### config.mk
export PLATFORM = sky130hd
export DESIGN_NAME = life_row_stepper_flat
export DESIGN_NICKNAME = d
export VERILOG_FILES = /design/src/rtl/life_row_stepper_if.sv /design/src/rtl/life_row_stepper.sv /design/src/flat_wrapper.sv
export SDC_FILE = /design/constraint.sdc
export NUM_CORES = 1
export LEC_CHECK = 0
export ABC_AREA = 1
export ABC_CLOCK_PERIOD_IN_PS = 4200
export BUFFER_PORTS_ARGS = -buffer_cell sky130_fd_sc_hd__buf_2
export CAP_MARGIN = 20
export CORE_UTILIZATION = 25
export DETAILED_ROUTE_END_ITERATION = 10
export SKIP_CTS_REPAIR_TIMING = 1
export SYNTH_ARGS = -nofsm -noshare
export SYNTH_HDL_FRONTEND = slang
export SYNTH_SLANG_ARGS = --single-unit
export TNS_END_PERCENT = 50
### constraint.sdc
create_clock -name clk -period 4.2 [get_ports clk]
set_input_delay 0 -clock clk [delete_from_list [all_inputs] [get_ports clk]]
set_output_delay 0 -clock clk [all_outputs]
set_load 0.02 [all_outputs]
### src/rtl/life_row_stepper_if.sv
// Row-streaming handshake bundle for life_row_stepper: an input row channel and
// an output row channel, each with its own valid/ready pair.
interface life_row_stepper_if #(
  parameter int WIDTH = 8
);
  logic             in_valid;
  logic             in_ready;
  logic [WIDTH-1:0] in_row;
  logic             out_valid;
  logic             out_ready;
  logic [WIDTH-1:0] out_row;
  logic             out_last;

  modport master (
    output in_valid, in_row, out_ready,
    input  in_ready, out_valid, out_row, out_last
  );

  modport slave (
    input  in_valid, in_row, out_ready,
    output in_ready, out_valid, out_row, out_last
  );
endinterface

### src/rtl/life_row_stepper.sv
// Streams a Game-of-Life frame one row at a time and emits the next generation,
// one row behind the input, using a two-row window (previous, current).
module life_row_stepper #(
  parameter int WIDTH  = 8,
  parameter int HEIGHT = 8
) (
  input  logic               clk,
  input  logic               rst,
  life_row_stepper_if.slave  bus
);

  localparam int              CNT_W = (HEIGHT > 2) ? $clog2(HEIGHT) : 1;
  localparam logic [CNT_W-1:0] LAST_ROW = CNT_W'(HEIGHT - 1);

  typedef enum logic [1:0] {
    S_FILL  = 2'd0,
    S_RUN   = 2'd1,
    S_FLUSH = 2'd2
  } state_t;

  state_t           r_state;
  logic [CNT_W-1:0] r_cnt;
  logic [WIDTH-1:0] r_prev;
  logic [WIDTH-1:0] r_cur;
  logic             r_out_valid;
  logic [WIDTH-1:0] r_out_row;
  logic             r_out_last;

  logic             w_can_load;
  logic             w_in_fire;
  logic [WIDTH-1:0] w_below;
  logic [WIDTH-1:0] w_next;

  // One cell per column; padding bits make the frame edges read as dead cells.
  function automatic logic [WIDTH-1:0] next_gen(
    input logic [WIDTH-1:0] above,
    input logic [WIDTH-1:0] mid,
    input logic [WIDTH-1:0] below
  );
    logic [WIDTH+1:0] a;
    logic [WIDTH+1:0] m;
    logic [WIDTH+1:0] b;
    logic [3:0]       cnt;
    logic [WIDTH-1:0] res;
    // NOTE: blocking assignments here are correct: this is pure combinational
    // evaluation, each temporary is consumed in the same pass.
    a   = {1'b0, above, 1'b0};
    m   = {1'b0, mid,   1'b0};
    b   = {1'b0, below, 1'b0};
    res = '0;
    for (int i = 0; i < WIDTH; i++) begin
      cnt = 4'(a[i]) + 4'(a[i+1]) + 4'(a[i+2])
          + 4'(m[i])              + 4'(m[i+2])
          + 4'(b[i]) + 4'(b[i+1]) + 4'(b[i+2]);
      res[i] = (cnt == 4'd3) || ((cnt == 4'd2) && mid[i]);
    end
    return res;
  endfunction

  assign w_can_load   = !r_out_valid || bus.out_ready;
  assign bus.in_ready = !rst && (r_state != S_FLUSH) && w_can_load;
  assign w_in_fire    = bus.in_valid && bus.in_ready;

  // The row below the bottom edge is dead, so FLUSH feeds zeros.
  always_comb begin
    w_below = bus.in_row;
    if (r_state == S_FLUSH) begin
      w_below = '0;
    end
  end

  assign w_next = next_gen(r_prev, r_cur, w_below);

  // NOTE: sequential state uses non-blocking assignments so every register
  // samples pre-edge values; the row buffers are reset too, since a partial
  // frame must never leak into the next one.
  always_ff @(posedge clk) begin
    if (rst) begin
      r_state     <= S_FILL;
      r_cnt       <= '0;
      r_prev      <= '0;
      r_cur       <= '0;
      r_out_valid <= 1'b0;
      r_out_row   <= '0;
      r_out_last  <= 1'b0;
    end else begin
      if (r_out_valid && bus.out_ready) begin
        r_out_valid <= 1'b0;
      end

      case (r_state)
        S_FILL: begin
          if (w_in_fire) begin
            r_prev  <= '0;
            r_cur   <= bus.in_row;
            r_cnt   <= CNT_W'(1);
            r_state <= S_RUN;
          end
        end

        S_RUN: begin
          if (w_in_fire) begin
            r_out_row   <= w_next;
            r_out_last  <= 1'b0;
            r_out_valid <= 1'b1;
            r_prev      <= r_cur;
            r_cur       <= bus.in_row;
            r_cnt       <= r_cnt + 1'b1;
            if (r_cnt == LAST_ROW) begin
              r_state <= S_FLUSH;
            end
          end
        end

        S_FLUSH: begin
          if (w_can_load) begin
            r_out_row   <= w_next;
            r_out_last  <= 1'b1;
            r_out_valid <= 1'b1;
            r_prev      <= '0;
            r_cur       <= '0;
            r_cnt       <= '0;
            r_state     <= S_FILL;
          end
        end

        default: r_state <= S_FILL;
      endcase
    end
  end

  assign bus.out_valid = r_out_valid;
  assign bus.out_row   = r_out_row;
  assign bus.out_last  = r_out_last;

endmodule

### src/flat_wrapper.sv
// flat-port wrapper written by rule: the top's interface ports become plain ports
module life_row_stepper_flat 
#(
  parameter int WIDTH  = 8,
  parameter int HEIGHT = 8
)
  (clk, rst, bus_in_valid, bus_in_row, bus_out_ready, bus_in_ready, bus_out_valid, bus_out_row, bus_out_last);
  life_row_stepper_if #(.WIDTH(WIDTH)) bus_i ();
  input  logic clk;
  input  logic rst;
  input wire logic [$bits(bus_i.in_valid)-1:0] bus_in_valid;
  input wire logic [$bits(bus_i.in_row)-1:0] bus_in_row;
  input wire logic [$bits(bus_i.out_ready)-1:0] bus_out_ready;
  output wire logic [$bits(bus_i.in_ready)-1:0] bus_in_ready;
  output wire logic [$bits(bus_i.out_valid)-1:0] bus_out_valid;
  output wire logic [$bits(bus_i.out_row)-1:0] bus_out_row;
  output wire logic [$bits(bus_i.out_last)-1:0] bus_out_last;
  assign bus_i.in_valid = bus_in_valid;
  assign bus_i.in_row = bus_in_row;
  assign bus_i.out_ready = bus_out_ready;
  assign bus_in_ready = bus_i.in_ready;
  assign bus_out_valid = bus_i.out_valid;
  assign bus_out_row = bus_i.out_row;
  assign bus_out_last = bus_i.out_last;
  life_row_stepper #(.WIDTH(WIDTH), .HEIGHT(HEIGHT)) u_core (.clk(clk), .rst(rst), .bus(bus_i));
endmodule
; ---- Yosys cells after proc, flatten, opt, wreduce, memory -nomap -nowiden
; Cells that the tools add are included.
[classes]
addsub = 50
magnitude_cmp = 0
div_mod_pow = 0
n_eq_ne = 25
n_shift = 0
multipliers = 0
mux = 26
n_reduce_logical = 32
n_bitwise = 0
[ops]
columns = op, count
row1 = 4-bit by 1-bit adder with 4-bit output, 42
row2 = 4-bit by 2-bit == test with 1-bit output (second input constant), 16
row3 = 8-bit two-way mux, 7
row4 = 8-bit case mux with 2 select lines, 2
row5 = 8-bit case mux with 3 select lines, 1
row6 = 1-bit by 1-bit adder with 2-bit output, 7
row7 = 1-bit logical AND, 12
row8 = 2-bit by 1-bit inequality test with 1-bit output (second input constant), 5
row9 = 1-bit logical OR, 9
row10 = 3-bit two-way mux, 3
row11 = 3-bit case mux with 3 select lines, 1
row12 = 2-bit two-way mux, 4
row13 = 4-bit AND reduction, 2
row14 = 2-bit case mux with 3 select lines, 1
row15 = 3-bit AND reduction, 2
row16 = 1-bit two-way mux, 5
row17 = 1-bit case mux with 2 select lines, 2
row18 = 2-bit nonzero test, 2
row19 = 3-bit by 1-bit adder with 3-bit output (second input constant), 1
row20 = 3-bit == test (second input constant), 1
row21 = 3-bit nonzero test, 1
row22 = 2-bit by 1-bit == test with 1-bit output (second input constant), 1
row23 = 2-bit == test (second input constant), 1
row24 = 1-bit zero test, 2
row25 = other kinds (3), 3
[word_totals]
rom_bits = 0
elab_cells = 140
mem_count = 0
inputBits = 12
regBits = 31
mem_bits_rw = 0
latch_bits = 0

; ---- Logic depth before layout (Yosys ltp)
; Gate-level depths: netlist of the first run.
[depth]
word_depth = 12
depth_mapped = 17

; ---- Least setup slack after synthesis of the first run
; Ideal clock, no wire load.
[synth_timing]
kind = flip-flop to flip-flop
startpoint = register u_core.r_state[0]
endpoint = register u_core.r_out_row[2], in the netlist u_core.bus.out_row[2]
arrival_time_ps = 3529
path_buffers = 1
synth_period_minus_slack_ps = 3593
stages_incl_launch_ff = 17
setup_time_ps = 64
path_slack_ps = 607
cell_sequence = dfxtp_1 inv_1 ha_1 buf_1 nor2_1 inv_1 fa_1 fa_1 inv_1 fa_1 inv_1 fa_1 a21oi_1 o211ai_1 inv_1 nor2_1 nor2_1
[synth_between]
elab_chain_cells = 10
word_cells_on_any_way = 21
classes_between = 3 x add/sub / 7 x eq/ne / 4 x mux / 7 x reduce/logical
[synth_rtl]
columns = item, line_no
row1 = "start, declared", life_row_stepper.sv:21  ; state_t r_state;
row2 = "start signal, assigned", life_row_stepper.sv:79  ; r_state <= S_FILL;
row3 = "start signal, assigned", life_row_stepper.sv:97  ; r_state <= S_RUN;
row4 = "start signal, assigned", life_row_stepper.sv:110  ; r_state <= S_FLUSH;
row5 = 2-bit == test (*), life_row_stepper.sv:67  ; if (r_state == S_FLUSH) begin
row6 = 8-bit two-way mux (*), life_row_stepper.sv:67
row7 = named net u_core.w_below[1], life_row_stepper.sv:31  ; logic [WIDTH-1:0] w_below;
row8 = 4-bit by 1-bit adder with 4-bit output (*) (3 in series), life_row_stepper.sv:54  ; + 4'(b[i]) + 4'(b[i+1]) + 4'(b[i+2]);
row9 = 4-bit by 2-bit == test with 1-bit output, life_row_stepper.sv:55  ; res[i] = (cnt == 4'd3) || ((cnt == 4'd2) && mid[i]);
row10 = 1-bit logical AND, life_row_stepper.sv:55
row11 = 1-bit logical OR (*), life_row_stepper.sv:55
row12 = "8-bit two-way mux, on equally long branches", "life_row_stepper.sv:116, life_row_stepper.sv:102"
row13 = 8-bit case mux with 2 select lines (*), life_row_stepper.sv:91  ; case (r_state)
row14 = "end signal, assigned", life_row_stepper.sv:103  ; r_out_row <= w_next;
row15 = "end signal, assigned", life_row_stepper.sv:117  ; r_out_row <= w_next;
row16 = "end, declared", life_row_stepper.sv:26  ; logic [WIDTH-1:0] r_out_row;
; The timed path passes the listed nets; every way through them passes the cells marked *. The select of a mux whose other input is x is not followed.
; A chain may end at the register's enable or synchronous reset.

; ---- Final worst setup path of the first run
[layout_timing]
startpoint = register u_core.r_state[0]
endpoint = register u_core.r_out_row[1], in the netlist u_core.bus.out_row[1]
[layout_between]
word_cells_on_any_way = 21
classes_between = 3 x add/sub / 7 x eq/ne / 4 x mux / 7 x reduce/logical
[layout_lines]
columns = item, line_no
row1 = 2-bit == test (*), life_row_stepper.sv:67
row2 = 8-bit two-way mux (*), life_row_stepper.sv:67
row3 = named net u_core.w_below[2], life_row_stepper.sv:31
row4 = 4-bit by 1-bit adder with 4-bit output (*), life_row_stepper.sv:54
row5 = 4-bit by 2-bit == test with 1-bit output, life_row_stepper.sv:55
row6 = 1-bit logical AND, life_row_stepper.sv:55
row7 = 1-bit logical OR (*), life_row_stepper.sv:55
row8 = "8-bit two-way mux, on equally long branches", "life_row_stepper.sv:116, life_row_stepper.sv:102"
row9 = 8-bit case mux with 2 select lines (*), life_row_stepper.sv:91
; Marks and branches as above.

==> flow_metrics.tcl, run 1 <==
set metrics [dict create \
    flow.area_growth_from_synthesis_pct 12.1 \
    vias 2307 \
    edff_count_synth 0 \
    async_reset_ff_share_pct 0 \
    critical_path.max_stage_delay_ns 0.54 \
    ant_nets 0 \
    timing.reg2reg.setup_slack_ns 0.28 \
    synth.most_common_cell "sky130_fd_sc_hd__inv_1" \
    cts_buffers 5 \
    die_span_x_um 108 \
    hpwlAfterDp_mm 4.79 \
    global_route.overflow_total 0 \
    critical_path.endpoint_type "flip-flop" \
    syn-cell-area_um2 2820 \
    timing.hold.ws_ns 0.0752 \
    io_pins 23 \
    rows 38 \
    slew-limit-headroom_pct 29.2 \
    cts_root_buf "sky130_fd_sc_hd__clkbuf_8" \
    postSynthNetCount 457 \
    grt_first_pass_wirelength_mm 11.4 \
    avgRoutedWirePerCell_um 11.4 \
    ordered_list_of_cells_on_the_worst_path "inv_1 > ha_1 > nor2_1 > inv_1 > fa_1 > fa_1 > inv_1 > fa_1 > inv_1 > fa_1 > a21oi_1 > o211ai_1 > nand2_1 > nand2_1 > nor2_1" \
    cts_buffer_depth 2 \
    final_layout_size_suffix_gt1_share_pct 9.69 \
    outcome "completed" \
    setup_viol 0 \
    layout_setup_ws_ns 0.281 \
    preCtsSetupSlack_ns 0.288 \
    htreeDepth 2 \
    worst_setup_path_start_kind "flip-flop" \
    ys_seq_area_share_pct 22.0 \
    num_antenna_cells 0 \
    drv_cap 0 \
    worst_setup_hold_path_clk_slew_ns 0.08 \
    initial_core_utilization_pct 25.9 \
    buffer_ports.inserted 22 \
    critical-path-slowest-cell "sky130_fd_sc_hd__fa_1" \
    ys_dominant_reg_cell "sky130_fd_sc_hd__dfxtp_1" \
    postPlaceCellArea_um2 3060 \
    final_hold_viol_count 0 \
    worstMarginPinSlew_ns 1.06 \
    required_time_of_the_critical_path_ns 4.43 \
    detailed_routing_iterations_pass_1 4 \
    syn-mean-instance-area_um2 7.22 \
    post_drt_via_cell_ratio 4.17 \
    synth.lib_cells_used.distinct 26 \
    min-delay-path-class "input pin to flip-flop" \
    worst_skew_pair.late_latency_ns 0.29 \
    timing.final.crit_period_ns 3.92 \
    grt_setup_unrepaired "true" \
    worst-endpoint-arrival_ns 4.15 \
    place_congestion 0.789 \
    globalRouteTotalUtil_pct 12.5 \
    design.die.area_um2 11700 \
    cts.sinks 31 \
    detail_route.drc_violations 0 \
    crit_fanout 12 \
    slew_viol_final 0 \
    clk_skew_ns 0.00741 \
    fin_nets 480 \
    yosysWarnings 0 \
    antenna_found_initial 0 \
    drtIter0Drc 86 \
    post-synth-top-area-fraction_pct 22.0 \
    synthesis.instances 390 \
    layout.filler_cells 1178 \
    fp.coreArea_um2 10900 \
    finalInstanceArea_um2 3160 \
    min_period_over_period_pct 93.3 \
    final-seq-area_um2 621 \
    cts_tree "yes" \
    synth_commonest_cells "sky130_fd_sc_hd__inv_1, sky130_fd_sc_hd__nand2_1, sky130_fd_sc_hd__nor2_1" \
    grt_start_max_net_pins 31 \
    criticalPathCategory "flip-flop to flip-flop" \
    yosys.area.top_type "sky130_fd_sc_hd__dfxtp_1" \
    fmax_ghz 0.255 \
    routed_wl_mm 6.29 \
    vias_in_the_first_global_route 2487 \
    multi_input_area_um2 1790 \
    die_y_um 108 \
    synth.ff_latch_count 31 \
    ys_top_cells_by_area "sky130_fd_sc_hd__dfxtp_1, sky130_fd_sc_hd__fa_1, sky130_fd_sc_hd__inv_1" \
]
==> critical path: cells and delay by family (launching register included) <==
family / cells / cell delay, ns
flops: 1 / 0.38
fa+ha+maj: 5 / 2.27
simple gates: 4 / 0.53
compound gates: 2 / 0.23
buf+inv: 4 / 0.43
==> through the flow <==
stage | util (%) | instances | setup TNS (ns)
3_5_place_dp | 28.1 | 545 | 0
5_1_grt | 29.0 | 553 | -0.0130
3_3_place_gp | 28.1 | 545 | 0
2_1_floorplan | - | 390 | 0
4_1_cts | 28.9 | 552 | 0
6_report | 29.0 | 553 | 0
==> layer usage <==
layer / vias up / global-route usage (%) / wire length (um)
li1: 1187 / - / -
met4: 0 / 3.52 / 55
met5: - / 0 / 0
met3: 5 / 2.41 / 222
met2: 32 / 22.0 / 2970
met1: 1083 / 15.5 / 3040
==> path summary, 6_finish.rpt <==
check	start	endpoint	cells after the start
setup / recovery	u_core.r_state[0]	u_core.bus.out_row[1]	15
hold / removal	bus_out_ready	u_core.bus.out_valid	4
setup reg to reg	u_core.r_state[0]	u_core.bus.out_row[1]	15
hold reg to reg	u_core.r_cnt[2]	u_core.r_cnt[2]	2
==> cell type report <==
class / count / area share [%]
clock buffer: 6 / 2.61
multi-input combinational: 255 / 56.7
sequential: 31 / 19.7
clock inverter: 1 / 0.158
inverter: 97 / 11.5
timing repair buffer: 23 / 3.80
tap: 140 / 5.55
==> registers in the layout, indices dropped and copies added, names as in the netlist <==
signal                cells
u_core.bus.out_row        8
u_core.r_cur              8
u_core.r_prev             8
u_core.r_cnt              3
u_core.r_state            2
u_core.bus.out_last       1
u_core.bus.out_valid      1
==> cells by family after synthesis <==
| group | count (synthesis) | share of synthesized area (%) |
|---|---|---|
| compound gates | 23 | 4.98 |
| buf+inv | 104 | 14.4 |
| simple gates | 176 | 26.4 |
| flops | 31 | 22.0 |
| xor+xnor | 1 | 0.311 |
| fa+ha+maj | 55 | 31.9 |
==> cells in the final DEF (no fill, tap or decap), types with 3 or more instances in the layout <==
cell type | Yosys | routed
sky130_fd_sc_hd__a21oi_1 | 8 | 8
sky130_fd_sc_hd__nand3b_1 | 4 | 4
sky130_fd_sc_hd__dfxtp_1 | 31 | 31
sky130_fd_sc_hd__nor3_1 | 8 | 8
sky130_fd_sc_hd__fa_1 | 28 | 28
sky130_fd_sc_hd__buf_2 | 0 | 22
sky130_fd_sc_hd__nand3_1 | 4 | 4
sky130_fd_sc_hd__o211ai_1 | 3 | 3
sky130_fd_sc_hd__nand2_1 | 76 | 76
sky130_fd_sc_hd__nand2_2 | 4 | 4
sky130_fd_sc_hd__inv_1 | 96 | 96
sky130_fd_sc_hd__o21ai_1 | 7 | 7
sky130_fd_sc_hd__ha_1 | 27 | 27
sky130_fd_sc_hd__o21ai_0 | 3 | 3
sky130_fd_sc_hd__clkbuf_8 | 0 | 6
sky130_fd_sc_hd__nor2_1 | 75 | 75
Power of run 1 is not shown: default switching activity piles up to over one toggle a cycle in this logic, so the estimate is an artifact.
==> inputs of run 2 (changes only) <==
==> constraint.sdc (replaced) <==
create_clock -name clk -period 4.2 [get_ports clk]
set_input_delay 0.21 -clock clk [delete_from_list [all_inputs] [get_ports clk]]
set_output_delay 0.21 -clock clk [all_outputs]
set_load 0.02 [all_outputs]
==> flow_metrics.tcl, run 2 (synthesis results as in run 1) <==
set metrics [dict create \
    outcome "completed" \
    globalRouteTotalUtil_pct 12.5 \
    required_time_of_the_critical_path_ns 4.43 \
    crit_fanout 12 \
    die_y_um 108 \
    cts_tree "yes" \
    flow.area_growth_from_synthesis_pct 11.8 \
    worst_setup_hold_path_clk_slew_ns 0.08 \
    fp.coreArea_um2 10900 \
    drv_cap 0 \
    detailed_routing_iterations_pass_1 4 \
    fin_nets 479 \
    initial_core_utilization_pct 25.9 \
    cts.sinks 31 \
    ff2ff_path_depth 15 \
    rows 38 \
    vias_in_the_first_global_route 2487 \
    critical_path.endpoint_type "flip-flop" \
    worstMarginPinSlew_ns 1.06 \
    final_layout_size_suffix_gt1_share_pct 9.71 \
    grt_start_max_net_pins 31 \
    slew_viol_final 0 \
    global_route.overflow_total 0 \
    cts_root_buf "sky130_fd_sc_hd__clkbuf_8" \
    utilization_after_layout_pct 28.9 \
    min-delay-path-class "input pin to flip-flop" \
    dr.max_layer_used "met4" \
    worst_skew_pair.late_latency_ns 0.29 \
    hold_path_depth 2 \
    post_drt_via_cell_ratio 4.18 \
    min_from "rst" \
    slew-limit-headroom_pct 29.2 \
    final-seq-area_um2 621 \
    buffer_ports.inserted 22 \
    grt_first_pass_wirelength_mm 11.4 \
    multi_input_area_um2 1790 \
    drtIter0Drc 73 \
    timing.reg2reg.setup_slack_ns 0.28 \
    antenna_found_initial 0 \
    design.die.area_um2 11700 \
    worst_r2r_startpoint "u_core.r_state[0]" \
    worst-endpoint-arrival_ns 4.15 \
    most-common-layout-cells "sky130_fd_sc_hd__inv_1, sky130_fd_sc_hd__nand2_1, sky130_fd_sc_hd__nor2_1" \
    timing.final.crit_period_ns 3.92 \
    wl_met3_um 235 \
    place_congestion 0.789 \
    htreeDepth 2 \
    criticalPathCategory "flip-flop to flip-flop" \
    routed_wl_mm 6.29 \
    clk_skew_ns 0.00741 \
    avgRoutedWirePerCell_um 11.4 \
    hold_path_end "u_core.bus.out_valid" \
    cts_buffer_depth 2 \
    min_period_over_period_pct 93.3 \
    finalInstanceArea_um2 3150 \
    layout.filler_cells 1178 \
    m1WireLength_mm 3.03 \
    critical_path.reg2reg.endpoint "u_core.bus.out_row[1]" \
    final_hold_viol_count 0 \
    ant_nets 0 \
    layout_commonest_cell "sky130_fd_sc_hd__inv_1" \
    worst_setup_path_start_kind "flip-flop" \
    grt_setup_unrepaired "true" \
    cts_buffers 5 \
    num_antenna_cells 0 \
    io_pins 23 \
    fmax_ghz 0.255 \
    postPlaceCellArea_um2 3060 \
    vias 2309 \
    setup_viol 0 \
    hpwlAfterDp_mm 4.79 \
    die_span_x_um 108 \
    detail_route.drc_violations 0 \
    route.met2.wl_mm 2.97 \
]
-- run 2: cell types whose count changed in the layout (fill, tap and decap cells not counted), sizes merged --
| cell | change |
|---|---|
| dlygate4sd3 | -1 |
-- run 2: cell type report --
class                           count  share of cell area [%]
Clock buffer                        6                    2.62
Clock inverter                      1                   0.159
Inverter                           97                    11.6
Multi-Input combinational cell    255                    56.9
Sequential cell                    31                    19.7
Tap cell                          140                    5.56
Timing Repair Buffer               22                    3.50
-- run 2: stage by stage --
step	instances	setup TNS [ns]	hold WS (ns)	worst slack, ns
after floorplan	390	0	0.279	0.607
after global placement	545	0	0.425	0.406
after detailed placement	545	0	0.429	0.288
after CTS	552	0	0.119	0.256
after global routing	552	-0.0130	0.124	-0.0130
final	552	0	0.125	0.280
-- run 2: worst max-delay path by stage --
| stage | from | to | slack, ns |
|---|---|---|---|
| after CTS | u_core.r_state[0] | u_core.bus.out_row[1] | 0.26 |
| after detailed placement | u_core.r_state[0] | u_core.bus.out_row[1] | 0.29 |
| after global placement | u_core.r_state[0] | u_core.bus.out_row[1] | 0.41 |
| final | u_core.r_state[0] | u_core.bus.out_row[1] | 0.28 |
| after floorplan | u_core.r_state[0] | u_core.bus.out_row[2] | 0.61 |
| after global routing | u_core.r_state[0] | u_core.bus.out_row[4] | -0.01 |
-- run 2: layer usage --
layer / global-route usage [%] / vias to the layer above
met3: 2.41 / 5
met5: 0 / -
li1: - / 1186
met4: 3.52 / 0
met2: 22.0 / 32
met1: 15.5 / 1086
-- run 2: critical path, stage by stage, from the launching register on --
cell and delay (ns):
sky130_fd_sc_hd__dfxtp_1 0.38, sky130_fd_sc_hd__inv_1 0.11, sky130_fd_sc_hd__ha_1 0.39, sky130_fd_sc_hd__nor2_1 0.31, sky130_fd_sc_hd__inv_1 0.18, sky130_fd_sc_hd__fa_1 0.51
sky130_fd_sc_hd__fa_1 0.54, sky130_fd_sc_hd__inv_1 0.05, sky130_fd_sc_hd__fa_1 0.43, sky130_fd_sc_hd__inv_1 0.09, sky130_fd_sc_hd__fa_1 0.40, sky130_fd_sc_hd__a21oi_1 0.12
sky130_fd_sc_hd__o211ai_1 0.11, sky130_fd_sc_hd__nand2_1 0.08, sky130_fd_sc_hd__nand2_1 0.04, sky130_fd_sc_hd__nor2_1 0.10
Power of run 2 is left out for the same reason.
